## src/rtl/clk_divider_bank.sv

```systemverilog
// Bank of programmable clock dividers. Each channel has a registered divided clock, a rising-edge tick,
// and a double-buffered ratio that is handed over only at a period boundary, on sync, or while disabled.
module clk_divider_bank #(
  parameter int                    N_CH        = 2,
  parameter int                    DIV_W       = 8,
  parameter logic [N_CH*DIV_W-1:0] DEFAULT_DIV = {8'd4, 8'd2},
  localparam int                   CH_W        = (N_CH > 1) ? $clog2(N_CH) : 1
) (
  input  logic             CLK,
  input  logic             RST,
  input  logic [N_CH-1:0]  ch_en,
  input  logic             sync,
  input  logic             cfg_we,
  input  logic [CH_W-1:0]  cfg_ch,
  input  logic [DIV_W-1:0] cfg_div,
  output logic [N_CH-1:0]  clk_out,
  output logic [N_CH-1:0]  tick,
  output logic [N_CH-1:0]  div_pending
);

  // Ratios below 2 cannot form a low and a high phase, so they are raised to 2.
  function automatic logic [DIV_W-1:0] clamp_div(input logic [DIV_W-1:0] v);
    return (v < DIV_W'(2)) ? DIV_W'(2) : v;
  endfunction

  for (genvar gi = 0; gi < N_CH; gi++) begin : g_ch
    localparam logic [DIV_W-1:0] DEF_DIV = clamp_div(DEFAULT_DIV[gi*DIV_W +: DIV_W]);

    logic [DIV_W-1:0] cnt_q, cnt_d;
    logic [DIV_W-1:0] div_q, div_d;
    logic [DIV_W-1:0] pend_q, pend_d;
    logic             clk_q, clk_d;
    logic             tick_q, tick_d;
    logic             pflag_q, pflag_d;
    logic [DIV_W-1:0] lo_len;
    logic             last, rise, wr, handover;

    always_comb begin
      lo_len   = (div_q >> 1) + DIV_W'(div_q[0]);
      last     = (cnt_q == div_q - DIV_W'(1));
      rise     = (cnt_q == lo_len - DIV_W'(1));
      wr       = cfg_we && (cfg_ch == CH_W'(gi));
      handover = !ch_en[gi] || sync || last;

      cnt_d  = cnt_q + DIV_W'(1);
      clk_d  = clk_q;
      tick_d = 1'b0;
      if (!ch_en[gi] || sync || last) begin
        cnt_d = '0;
        clk_d = 1'b0;
      end else if (rise) begin
        clk_d  = 1'b1;
        tick_d = 1'b1;
      end

      // A write landing on a hand-over edge stays pending; the older value is consumed first.
      div_d   = div_q;
      pend_d  = pend_q;
      pflag_d = pflag_q;
      if (handover && pflag_q) begin
        div_d   = pend_q;
        pflag_d = 1'b0;
      end
      if (wr) begin
        pend_d  = clamp_div(cfg_div);
        pflag_d = 1'b1;
      end
    end

    always_ff @(posedge CLK) begin
      if (RST) begin
        cnt_q   <= '0;
        div_q   <= DEF_DIV;
        pend_q  <= DEF_DIV;
        clk_q   <= 1'b0;
        tick_q  <= 1'b0;
        pflag_q <= 1'b0;
      end else begin
        cnt_q   <= cnt_d;
        div_q   <= div_d;
        pend_q  <= pend_d;
        clk_q   <= clk_d;
        tick_q  <= tick_d;
        pflag_q <= pflag_d;
      end
    end

    assign clk_out[gi]     = clk_q;
    assign tick[gi]        = tick_q;
    assign div_pending[gi] = pflag_q;
  end

endmodule

```

## config.mk

```make
export PLATFORM = sky130hd
export DESIGN_NAME = clk_divider_bank
export DESIGN_NICKNAME = d
export VERILOG_FILES = /design/src/rtl/clk_divider_bank.sv
export SDC_FILE = /design/constraint.sdc
export NUM_CORES = 1
export LEC_CHECK = 0
export ABC_AREA = 1
export CORE_MARGIN = 5
export CORE_UTILIZATION = 55
export CTS_BUF_LIST = sky130_fd_sc_hd__clkbuf_4 sky130_fd_sc_hd__clkbuf_8
export CTS_CLUSTER_SIZE = 28
export DETAILED_ROUTE_END_ITERATION = 12
export PLACE_DENSITY = 0.78
export SLEW_MARGIN = 10
export SYNTH_ARGS = -nofsm -noshare
export SYNTH_HDL_FRONTEND = slang
export SYNTH_SLANG_ARGS = --single-unit
```

## constraint.sdc

```tcl
create_clock -name CLK -period 1.85 [get_ports CLK]
set_input_delay 0.185 -clock CLK [delete_from_list [all_inputs] [get_ports CLK]]
set_output_delay 0.185 -clock CLK [all_outputs]
set_load 0.05 [all_outputs]
```

# Word level (Yosys, flattened, before mapping)
# Cells that the tools add are included.
[totals]
ff_bits = 54
inputBits = 15
wordCells = 47
latch_bits = 0
n_memories = 0
mem_bits_rw = 0
romBits = 0
[op_classes]
addsub = 8
n_reduce_logical = 14
eq_ne = 4
n_lt_le_gt_ge = 1
div_mod_pow = 0
n_mux = 7
shift = 0
bitwise_logic = 1
mul = 0
[ops]
columns = ["cell", "count"]
rows = [
  ["$eq A8 B8 Y1", 4],
  ["$sub A8 B1 Y8 const B", 4],
  ["$add A7 B1 Y8", 2],
  ["$add A8 B1 Y8 const B", 2],
  ["$lt A8 B2 Y1 const B", 1],
  ["$mux W8", 1],
  ["$mux W1", 6],
  ["$logic_and A1 B1 Y1", 4],
  ["$logic_or A1 B1 Y1", 4],
  ["$reduce_bool A2 Y1", 2],
  ["$reduce_or A2 Y1", 2],
  ["$logic_not A1 Y1", 2],
  ["$not A1 Y1", 1],
]

# Logic depth before layout (Yosys ltp)
[depth]
depth_word = 6
ltp_mapped = 16
ltp_nobuf = 15

# Worst setup path after synthesis
# Ideal clock, no wire load.
[synth_path]
path_kind = "reg2reg"
start = "register g_ch[1].div_q[0]"
end = "register g_ch[1].div_q[2]"
stages_incl_launch_ff = 17
n_path_buf = 1
period_less_slack_ps = 1795
required_ps = 1717
path_slack_ps = 55
arrival_ps = 1661
setup_time_ps = 133
cell_sequence = "dfxtp_1 inv_1 ha_1 inv_1 nand2_1 nand2_1 nor2_1 nand2_1 nor2_1 nand2_1 nor2_1 nand2_2 nand2_4 buf_6 nand2_1 nand2_1 nand3_1"
[synth_between]
elab_chain_cells = 4
[synth_rtl]
columns = ["element", "line", "source"]
rows = [
  ["start: declaration", "30", "logic [DIV_W-1:0] div_q, div_d;"],
  ["start signal: assignment", "80", "div_q <= div_d;"],
  ["$sub A8 B1 Y8", "40", "last = (cnt_q == div_q - DIV_W'(1));"],
  ["$eq A8 B8 Y1", "40", ""],
  ["$logic_or A1 B1 Y1", "43", "handover = !ch_en[gi] || sync || last;"],
  ["$logic_and A1 B1 Y1", "60", "if (handover && pflag_q) begin"],
]
# No other way between the ends.
# A chain may end at the register's enable or synchronous reset.

# Worst setup path in the final report
[layout_path]
start = "register g_ch[0].div_q[0]"
end = "register g_ch[0].cnt_q[3]"
[layout_between]
elab_chain_cells = 4
[layout_rtl]
columns = ["element", "line", "source"]
rows = [
  ["start: declaration", "30", ""],
  ["start signal: assignment", "80", ""],
  ["$sub A8 B1 Y8", "40", ""],
  ["$eq A8 B8 Y1", "40", ""],
  ["$logic_or A1 B1 Y1", "48", "if (!ch_en[gi] || sync || last) begin"],
  ["$reduce_or A2 Y1 (no source line)", "-", ""],
  ["end signal: assignment", "79", "cnt_q <= cnt_d;"],
  ["end: declaration", "29", "logic [DIV_W-1:0] cnt_q, cnt_d;"],
]
# No other way between the ends.

==> metrics <==
status finished, violations left; commonest non-fill, non-tap cell in the layout nand2_1; CP max FO 10; Area Growth Syn to Fin 21.31%; Final Hold Vio Count 0; chip height roughly 86 um; register area approximately 1100 sq um; Yosys warnings 0; total core area 5540 sq um; Post-Synthesis Cells 464; # IOs 21; Leak Pwr ~1.6 nW; Port Buffers 20; Worst-path clk slew 100 ps; crit path launch type flip-flop; unrepaired setup endpoints after global routing true; sequential fraction of the synthesis area 0.3442; pwr dens 684.6 nW/um^2; Total Die Area 7321 sq um; multi-input logic area about 1900 sq um; Crit. End Element flip-flop; CTS tree yes; syn_nets about 490; Syn Area/Cell approximately 6.8 sq um; DIE WIDTH approximately 86 um; quantity of hold-fixing buffers added after cts 0; Design Area, Final approximately 3800 sq um; clock network fraction of total power 0.312; Net Sw Frac 0.2875; Clock Path Buffers 2; Num CTS Buffers 5; Final ANT Viol Nets 0; post-synth cell types 36; WS Path Type flip-flop to flip-flop; # nets final slightly above 500; P_sw ~750 uW; global-route wire length before repair roughly 12 mm; Slew HR 0.4651; Main synth FF type dfxtp_1; RR Endpoint g_ch[0].cnt_q[3]; TritonCTS Sinks 54; final wirelength approximately 7.1 mm; r2r startpoint g_ch[0].div_q[0]; EDFF count, synth 0; commonest non-fill, non-tap cells in the layout nand2_1 (90), nor2_1 (54), inv_1 (53), dfxtp_1 (50), a21oi_1 (33); Least-Margin Pin Slew around 800 ps; fin. max-slew vios 0; dpl cells roughly 550; internal power 1.858 mW; # H-tree levels 2; post-synthesis async set-or-reset flop share 0; part of the cycle the worst path needs 1.000; gr ovfl total 0; Root Buffer clkbuf_8; via count of the first global-routing pass approximately 2700; Area after DPL about 3400 sq um; ANT cells 0; Post-Syn Area 3141 sq um; largest net degree at the start of global routing 19; Via density 5.094; Final min period 1851 ps; Final Setup Violations 2; CP Launch Point g_ch[0].div_q[0]; initial antenna violation count 0; Worst Skew between 6 and 7 ps; peak supply drop around 0.52 mV; DRT Pass-1 Iters 4; Worst Setup EP g_ch[0].cnt_q[3]; max cap viols 0; via count ~2900; HP Class flip-flop to flip-flop; Gate power share 0.205; FMAX between 0.5 and 0.6 GHz; Initial DRC Count between 100 and 150; failing checks setup timing; Flop pwr share 0.483; dpl hpwl a little over 5 mm; clock latency on the worst-skew pair around 300 ps; layout cells sized above 1 0.1721; DRC viols 0; Critical Path AT a little over 2000 ps; placer congestion estimate just under 0.9; #FFs+latches synth 54; Total GRT Usage 0.1920; Avg WL per Cell between 10 and 15 um; Final Non-Filler Cells between 500 and 600; # rows 27; initial core utilization 0.5668; Reg2Reg Setup Slack -0.9 ps; depth of the most critical reg-to-reg path 14; Final WS setup -0.9159 ps; Filler Cell Count 488; Required @ worst endpoint roughly 2000 ps
-- through the flow --
step	power, mW	worst slack (ps)	utilization	hold WS [ps]	setup TNS [ps]
2_1_floorplan	1.618	55.34	-	263.5	0
3_3_place_gp	1.735	6.283	0.6222	435.3	0
3_5_place_dp	1.748	-22.36	0.6222	436.2	-93.23
4_1_cts	2.557	-4.365	0.6432	451.6	-7.240
5_1_grt	2.744	-202.3	0.6877	484.1	-5469
6_report	2.608	-0.9159	0.6877	450.0	-0.9694
-- registers in the layout, summed over array words and instances, names as in the netlist --
| signal | flops |
|---|---|
| g_ch.pflag_q | 2 |
| g_ch.clk_q | 2 |
| g_ch.cnt_q | 16 |
| g_ch.tick_q | 2 |
| g_ch.pend_q | 16 |
| g_ch.div_q | 16 |
-- how the worst min path moves through the flow --
stage	depth (start not counted)	from	slack (ps)	endpoint
floorplan	1	RST	260	g_ch[1].pend_q[0]
global placement	2	g_ch[0].clk_q	440	g_ch[0].clk_q
detailed placement	2	g_ch[0].clk_q	440	g_ch[0].clk_q
CTS	2	g_ch[0].clk_q	450	g_ch[0].clk_q
global route	3	cfg_div[2]	480	g_ch[0].pend_q[2]
finish	2	g_ch[0].clk_q	450	g_ch[0].clk_q
-- cell usage after synthesis (5+ instances only) --
| library cell | number | area, sq um |
|---|---|---|
| nand2_1 | 93 | 349.1 |
| nor2_1 | 64 | 240.2 |
| inv_1 | 58 | 217.7 |
| dfxtp_1 | 54 | 1081 |
| nand3_1 | 38 | 190.2 |
| a21oi_1 | 34 | 170.2 |
| xor2_1 | 21 | 183.9 |
| o21ai_0 | 20 | 100.1 |
| xnor2_1 | 15 | 131.4 |
| ha_1 | 8 | 100.1 |
| clkbuf_1 | 7 | 26.28 |
| buf_4 | 6 | 45.04 |
| buf_2 | 5 | 25.02 |
| nor3_1 | 5 | 25.02 |
-- worst max-delay path: stages, from the launching register on --
cell and delay [ps]:
dfxtp_2 350, inv_2 60, ha_4 270, inv_2 30, nand2_1 50, nand2_1 40, nor2_1 110, nand2_1 70
nor2_1 120, nand2_1 70, nor2_2 160, nand2_4 120, nand3_4 100, buf_12 140, nor3b_1 50
-- cell families after synthesis --
logic type,share of synthesized area
AO/OA/AOI/OAI,0.1016
XOR/XNOR,0.1004
adder cells (fa/ha/maj),0.03187
buffers and inverters,0.1131
flip-flops,0.3442
AND/OR/NAND/NOR,0.3088
-- layout make-up --
cell class                 count  area share
clock inverter                 2    0.009852
tap                           72     0.02365
sequential                    54      0.2851
timing repair buffer          41     0.09984
multi-input combinational    330      0.5015
clock buffer                   6     0.02003
inverter                      61     0.06010
-- routing by layer --
layer	share of wire	global-route usage	up-vias	routed length, um
met5	0	0	-	0
met4	0.010	0.05468	0	74
met3	0.031	0.03266	6	219
met2	0.51	0.3460	47	3584
met1	0.45	0.2337	1309	3187
li1	-	-	1521	-
-- what timing repair did --
action	4_1_cts	5_1_grt
cloned	0	3
pin swaps	0	17
resized for setup	2	50
endpoints found under the setup margin	18	38
setup buffers	0	2
-- power groups by stage --
| stage | registers, mW | clock network [mW] | logic (mW) |
|---|---|---|---|
| 2_1_floorplan | 1.27 | 0 | 0.348 |
| 3_3_place_gp | 1.28 | 0 | 0.455 |
| 3_5_place_dp | 1.28 | 0 | 0.466 |
| 4_1_cts | 1.26 | 0.830 | 0.471 |
| 5_1_grt | 1.27 | 0.874 | 0.604 |
| 6_report | 1.26 | 0.814 | 0.535 |
Power figures use the tool's default switching activity.
